$ cat config.mk
export PLATFORM = sky130hd
export DESIGN_NAME = register_tree_driver
export DESIGN_NICKNAME = d
export VERILOG_FILES = /design/src/rtl/register_tree_driver.sv
export SDC_FILE = /design/constraint.sdc
export NUM_CORES = 1
export LEC_CHECK = 0
export CAP_MARGIN = 25
export CORE_MARGIN = 1.5
export CORE_UTILIZATION = 38
export CTS_CLUSTER_DIAMETER = 150
export DETAILED_ROUTE_END_ITERATION = 12
export PLACE_DENSITY = 0.79
export REMOVE_ABC_BUFFERS = 1
export SLEW_MARGIN = 30
export SYNTH_ARGS = -nofsm -noshare
export SYNTH_HDL_FRONTEND = slang
export SYNTH_SLANG_ARGS = --single-unit
$ cat constraint.sdc
create_clock -name i_CLK -period 1.5 [get_ports i_CLK]
set_input_delay 0.15 -clock i_CLK [delete_from_list [all_inputs] [get_ports i_CLK]]
set_output_delay 0.15 -clock i_CLK [all_outputs]
set_load 0.01 [all_outputs]
$ cat src/rtl/register_tree_driver.sv
// Host-side command sequencer for the register-tree priority queue: turns push/pop
// handshakes into spaced write/read/replace strobes and returns popped maxima.
module register_tree_driver #(
   parameter int DATA_WIDTH    = 16,
   parameter int QUEUE_SIZE    = 15,
   parameter int SETTLE_CYCLES = 2 * $clog2(QUEUE_SIZE)
) (
   input  logic                  i_CLK,
   input  logic                  i_RST,
   input  logic                  i_push_valid,
   output logic                  o_push_ready,
   input  logic [DATA_WIDTH-1:0] i_push_data,
   input  logic                  i_pop_valid,
   output logic                  o_pop_ready,
   output logic                  o_res_valid,
   input  logic                  i_res_ready,
   output logic [DATA_WIDTH-1:0] o_res_data,
   output logic                  o_res_empty,
   output logic                  o_err_zero,
   output logic                  o_q_wrt,
   output logic                  o_q_read,
   output logic [DATA_WIDTH-1:0] o_q_data,
   input  logic                  i_q_full,
   input  logic                  i_q_empty,
   input  logic [DATA_WIDTH-1:0] i_q_data
);

   localparam int CNT_W = (SETTLE_CYCLES > 1) ? $clog2(SETTLE_CYCLES) : 1;

   typedef enum logic [1:0] {IDLE, CMD, SETTLE} state_t;

   state_t           state;
   state_t           state_next;
   logic [CNT_W-1:0] settle_cnt;

   logic push_acc;
   logic pop_acc;
   logic key_zero;
   logic do_wrt;
   logic do_read;
   logic empty_pop;

   always_comb begin
      o_pop_ready  = (state == IDLE) && !o_res_valid;
      // A full queue can still take a push when the same cycle's pop frees the head slot.
      o_push_ready = (state == IDLE) &&
                     (!i_q_full || (i_pop_valid && o_pop_ready && !i_q_empty));
      push_acc     = i_push_valid && o_push_ready;
      pop_acc      = i_pop_valid && o_pop_ready;
      key_zero     = (i_push_data == '0);
      do_wrt       = push_acc && !key_zero;
      do_read      = pop_acc && !i_q_empty;
      empty_pop    = pop_acc && i_q_empty;

      state_next = state;
      case (state)
         IDLE:    if (do_wrt || do_read) state_next = CMD;
         CMD:     state_next = SETTLE;
         SETTLE:  if (settle_cnt == '0) state_next = IDLE;
         default: state_next = IDLE;
      endcase
   end

   always_ff @(posedge i_CLK) begin
      if (i_RST) state <= IDLE;
      else       state <= state_next;
   end

   always_ff @(posedge i_CLK) begin
      if (i_RST) begin
         settle_cnt  <= '0;
         o_res_valid <= 1'b0;
         o_res_data  <= '0;
         o_res_empty <= 1'b0;
         o_err_zero  <= 1'b0;
         o_q_wrt     <= 1'b0;
         o_q_read    <= 1'b0;
         o_q_data    <= '0;
      end else begin
         o_err_zero <= push_acc && key_zero;
         o_q_wrt    <= 1'b0;
         o_q_read   <= 1'b0;
         if (o_res_valid && i_res_ready) o_res_valid <= 1'b0;

         case (state)
            IDLE: begin
               if (do_wrt || do_read) begin
                  o_q_wrt  <= do_wrt;
                  o_q_read <= do_read;
                  o_q_data <= i_push_data;
               end
               if (empty_pop) begin
                  o_res_valid <= 1'b1;
                  o_res_data  <= '0;
                  o_res_empty <= 1'b1;
               end
            end
            CMD: begin
               settle_cnt <= CNT_W'(SETTLE_CYCLES - 1);
               // The head is sampled while the read strobe is still up, before the queue reorders.
               if (o_q_read) begin
                  o_res_valid <= 1'b1;
                  o_res_data  <= i_q_data;
                  o_res_empty <= 1'b0;
               end
            end
            SETTLE: begin
               if (settle_cnt != '0) settle_cnt <= settle_cnt - 1'b1;
            end
            default: ;
         endcase
      end
   end

endmodule

== Word level (Yosys, flattened, before mapping) ==
Cells that the tools add are included.
Word-level totals
  register bits: 42
  input port bits: 39
  output and inout bits: 39
  word-level logic and storage cells: 60
Operators by class
  add/sub/neg operators: 1
  equal/unequal tests: 7
  muxes and demuxes: 15
  bitwise operators: 2
  reductions and logical operators: 26
Operator list (number)
  $mux W16: 2
  $pmux W16 S2: 1
  $logic_not A16 Y1: 1
  $logic_and A1 B1 Y1: 9
  $ne A2 B2 Y1 const B: 4
  $pmux W2 S3: 1
  $pmux W3 S2: 1
  $reduce_and A2 Y1: 3
  $mux W1: 5
  $logic_not A1 Y1: 4
  $mux W2: 2
  $pmux W1 S2: 2
  $reduce_bool A2 Y1: 2
  $logic_not A3 Y1: 1
  $mux W3: 1
  $reduce_and A3 Y1: 1
  $reduce_bool A3 Y1: 1
  $reduce_or A3 Y1: 1
  $sub A3 B1 Y3 const B: 1
  $eq A2 B1 Y1 const B: 1
  $eq A2 B2 Y1 const B: 1
  $logic_not A2 Y1: 1
  $logic_or A1 B1 Y1: 2
  $ne A2 B1 Y1 const B: 1
  $not A1 Y1: 2

== Depth between registers and ports, before layout ==
  depth after elaboration: 11
  depth in mapped cells: 7
  gate-level depth less buffers: 6

== Worst setup path after synthesis ==
Ideal clock, no wire load.
  kind: register to register
  start: reg o_res_valid
  end: reg o_q_data[10]
  library setup time: 118 ps
  data arrival time: 1637 ps
  required time: 1382 ps
  setup slack: -255 ps
  cell stages (with the launch flop): 7
  buffers on the path: 2
  period minus slack after synthesis: 1755 ps
  cell sequence: dfxtp_1 or3b_1 a211oi_2 a31oi_1 buf_6 buf_12 mux2i_1
On the way
  cells in the longest elaborated chain, start to end: 10
Ends and longest elaborated chain
  from (decl): RTL line 15  | output logic o_res_valid,
  from (signal assigned): RTL line 72  | o_res_valid <= 1'b0;
  from (signal assigned): RTL line 83  | if (o_res_valid && i_res_ready) o_res_valid <= 1'b0;
  from (signal assigned): RTL line 93  | o_res_valid <= 1'b1;
  $logic_not A1 Y1: RTL line 44  | o_pop_ready = (state == IDLE) && !o_res_valid;
  $logic_and A1 B1 Y1: RTL line 44
  $logic_and A1 B1 Y1 (2 in a row): RTL line 47  | (!i_q_full || (i_pop_valid && o_pop_ready && !i_q_empty));
  $logic_or A1 B1 Y1: RTL line 47
  $logic_and A1 B1 Y1: RTL line 46  | o_push_ready = (state == IDLE) &&
  named net o_push_ready: RTL line 11  | output logic o_push_ready,
  $logic_and A1 B1 Y1: RTL line 48  | push_acc = i_push_valid && o_push_ready;
  $logic_and A1 B1 Y1: RTL line 51  | do_wrt = push_acc && !key_zero;
  $logic_or A1 B1 Y1: RTL line 87  | if (do_wrt || do_read) begin
  $reduce_and A2 Y1 (no source line)
  to (signal assigned): RTL line 90  | o_q_data <= i_push_data;
  to (decl): RTL line 22  | output logic [DATA_WIDTH-1:0] o_q_data,
The timed path passes the listed nets, and every way through them passes these cells.
A chain may end at the register's enable or synchronous reset.

== Final worst setup path ==
  start: in i_push_data[1]
  end: reg o_q_data[12]
On the way
  cells in the longest elaborated chain, start to end: 5
Ends and longest elaborated chain
  from (decl): RTL line 12  | input logic [DATA_WIDTH-1:0] i_push_data,
  $logic_not A16 Y1: RTL line 50  | key_zero = (i_push_data == '0);
  $logic_not A1 Y1: RTL line 51
  $logic_and A1 B1 Y1: RTL line 51
  $logic_or A1 B1 Y1: RTL line 87
  $reduce_and A2 Y1 (no source line)
Every way passes these cells.

==> reports/qor.yml <==
synth:
  yosysSeqAreaShare_pct: 46.34
  syn_avg_cell_area_um2: 9.352
  synth_flop_cell: "dfxtp_1"
  ys_ff_latch: 42
  syn_area_um2: 1814
  synthCells: 194
  synthArstFlopShare_pct: 0
  synth_edf_count: 0
  synth.most_common_cell: "dfxtp_1"
  synth_commonest_cells: "42 x dfxtp_1, 35 x nand2b_1, 20 x a21oi_1, 20 x nand2_1, 18 x mux2i_1"
  ys_top_cells_by_area: "dfxtp_1 46%, nand2b_1 12%, mux2i_1 9.9%, a21oi_1 5.5%, nand3_1 4.4%"
  ys.warnings.count: 0
  synth_cell_type_count: 33
  yosysTopAreaCellShare_pct: 46.34
  synth_area_leader_cell: "dfxtp_1"
drt:
  drc: 0
  ant_nets: 0
  drt_iter0_drc: 94
  wl_um: 4334
  wl_per_cell_um: 12.86
  firstDrtPassIters: 4
  vias: 1670
  vias_per_cell: 4.955
sta:
  tightest_slew_ns: 0.2407
  period_needed_ns: 1.688
  drv_slew: 0
  max_slew_margin_pct: 83.95
  fin_worst_skew_ns: 0.005639
  max_freq_ghz: 0.5923
  rsz0062_at_grt: "yes"
  hold_violations: 0
  fin_tns_setup_ns: -2.830
  setup_viol: 18
  period_share_pct: 112.6
  fin_ws_ns: -0.1884
  worst_hold_slack_ns: 0.3946
run_status:
  status: "complete, but fails checks"
  violations: "negative setup slack"
place:
  place.gp.congestion: 0.7415
  dp_cells: 328
  pre_cts_ws_ns: -0.4919
  dpl.hpwl_um: 3012
  port_buffers: 77
layout:
  drive_gt1_share_pct: 15.79
  nets: 325
  antenna_cells: 0
  syn_to_final_growth_pct: 61.31
  final_cells: 337
die:
  core-area_um2: 4474
  io-pin-count: 78
  die_x_um: 72.10
  num_rows: 24
  die_h_um: 72.10
  start_util_pct: 40.55
  fp.dieArea_um2: 5198
power_and_ir_drop:
  p_sw_mw: 0.6842
  internal-power_mw: 1.949
  p_comb_share_pct: 25.1
  power.density_nw_per_um2: 899.6
  total_power_mw: 2.633
  p_sw_share_pct: 25.99
  p_leak_nw: 1.115
  pwr-share-seq_pct: 46.8
  clkPwrFrac_pct: 28.1
  irDropWorstVdd_mv: 0.5957
setup_path:
  reg2reg_from: "o_res_valid"
  crit_start: "i_push_data[1]"
  cp_top_family: "buffers and inverters"
  worstPathArrival_ns: 1.91
  path_class: "input pin to flip-flop"
  crit_path_max_incr_delay_ns: 0.44
  cp.buffers_inverters: 3
  cp_data_required_time_ns: 1.72
  cp_max_fo: 8
  worstPathCellList: "clkdlybuf4s50_1 -> nor4_2 -> buf_4 -> nand4_1 -> a31oi_4 -> clkbuf_16 -> mux2i_1"
  cpMaxStageDelayCell: "clkdlybuf4s50_1"
  critPathCaptureType: "flip-flop"
  critPathLaunchType: "input pin"
clock_tree:
  clk_pin_slew_ns: 0.08
  clk_path_buf_depth: 2
  cts-hold-fix-buffers: 0
  cts_tree: "built"
  insertion_delay_ns: 0.29
  cts_made_buffers: 5
  cts_root_buf: "clkbuf_8"
  htreeDepth: 2
  clock-sinks: 42
hold_path:
  hold_class: "input pin to flip-flop"
  worstHoldStart: "i_push_data[0]"
global_route:
  grt_usage_pct: 16.47
  grt_max_degree: 59
  antenna_found_initial: 0
  grt_pass1_wl_um: 6844
  grt_pass1_vias: 1525
  grt_remaining_overflow: 0
run:
  drv_cap: 0
==> area by class of cell <==
| cell class | instances | area [um2] |
|---|---|---|
| Clock buffer | 7 | 86.33 |
| Clock inverter | 1 | 5.005 |
| Timing Repair Buffer | 97 | 983.4 |
| Inverter | 3 | 11.26 |
| Multi-Input combinational cell | 135 | 929.6 |
| Fill cell | 378 | 1548 |
| Sequential cell | 42 | 845.8 |
| Tap cell | 52 | 65.06 |
==> worst register-to-register path, cell delays in order (launching register included) <==
cell and delay [ns]:
dfxtp_2 0.32, or3b_4 0.38, a211oi_4 0.28, buf_6 0.14, a31oi_4 0.11, clkbuf_16 0.19, mux2i_1 0.12
==> cell usage in the layout, fill, tap and decap left out, types with 2 or more instances in the layout <==
master           instances
dfxtp_1                 38
nor2b_1                  2
nand2b_1                35
a21oi_1                 19
clkdlybuf4s50_1         73
buf_4                   14
ha_1                     2
a221oi_1                 2
nand3_1                 16
buf_12                   4
dfxtp_2                  4
nand2_1                 20
clkbuf_8                 6
inv_1                    3
dlygate4sd2_1            3
mux2i_1                 18
nor4_2                   3
==> sequential cells by signal, indices dropped and copies added (netlist names) <==
| name | cells |
|---|---|
| o_err_zero | 1 |
| o_q_data | 16 |
| o_q_read | 1 |
| o_q_wrt | 1 |
| o_res_data | 16 |
| o_res_empty | 1 |
| o_res_valid | 1 |
| settle_cnt | 3 |
| state | 2 |
==> final timing paths <==
kind,endpoint,slack (ns),cells past startpoint
worst min register to register,o_res_data[15],0.45,2
worst max register to register,o_q_data[12],-0.16,6
worst min-delay path,o_q_data[0],0.39,4
worst max-delay path,o_q_data[12],-0.19,7
==> repair_timing <==
action / 4_1_cts / 5_1_grt
setup buffers: 0 / 0
cloned: 0 / 1
endpoints found under the setup margin: 19 / 37
resized for setup: 7 / 15
pin swaps: 2 / 4
==> stage by stage <==
stage	area, um2	util [%]
5_1_grt	2927	65.41
6_report	2927	65.41
3_3_place_gp	2756	61.61
4_1_cts	2839	63.45
2_1_floorplan	1722	-
3_5_place_dp	2756	61.61
==> power by group through the flow <==
stage	logic, mW	registers (mW)	clock network (mW)
2_1_floorplan	0.223	1.28	0
3_3_place_gp	0.620	1.25	0
3_5_place_dp	0.631	1.25	0
4_1_cts	0.624	1.23	0.771
5_1_grt	0.718	1.24	0.825
6_report	0.661	1.23	0.740
==> logic make-up (layout without fill, tap and decap cells) <==
| group | after synthesis | count (layout) | synth area share [%] |
|---|---|---|---|
| AO/OA/AOI/OAI | 29 | 29 | 10.14 |
| adder cells (fa/ha/maj) | 2 | 2 | 1.379 |
| buffers and inverters | 17 | 108 | 5.724 |
| flip-flops | 42 | 42 | 46.35 |
| multiplexers | 18 | 18 | 9.931 |
| AND/OR/NAND/NOR | 86 | 86 | 26.48 |
==> routing by layer <==
metal / track usage, % / up-vias / share of wire (%)
li1: - / 841 / -
met1: 20.76 / 764 / 42
met2: 27.67 / 60 / 50
met3: 3.472 / 5 / 6.7
met4: 6.289 / 0 / 1.1
met5: 0 / - / 0
(Power assumes the default switching activity.)
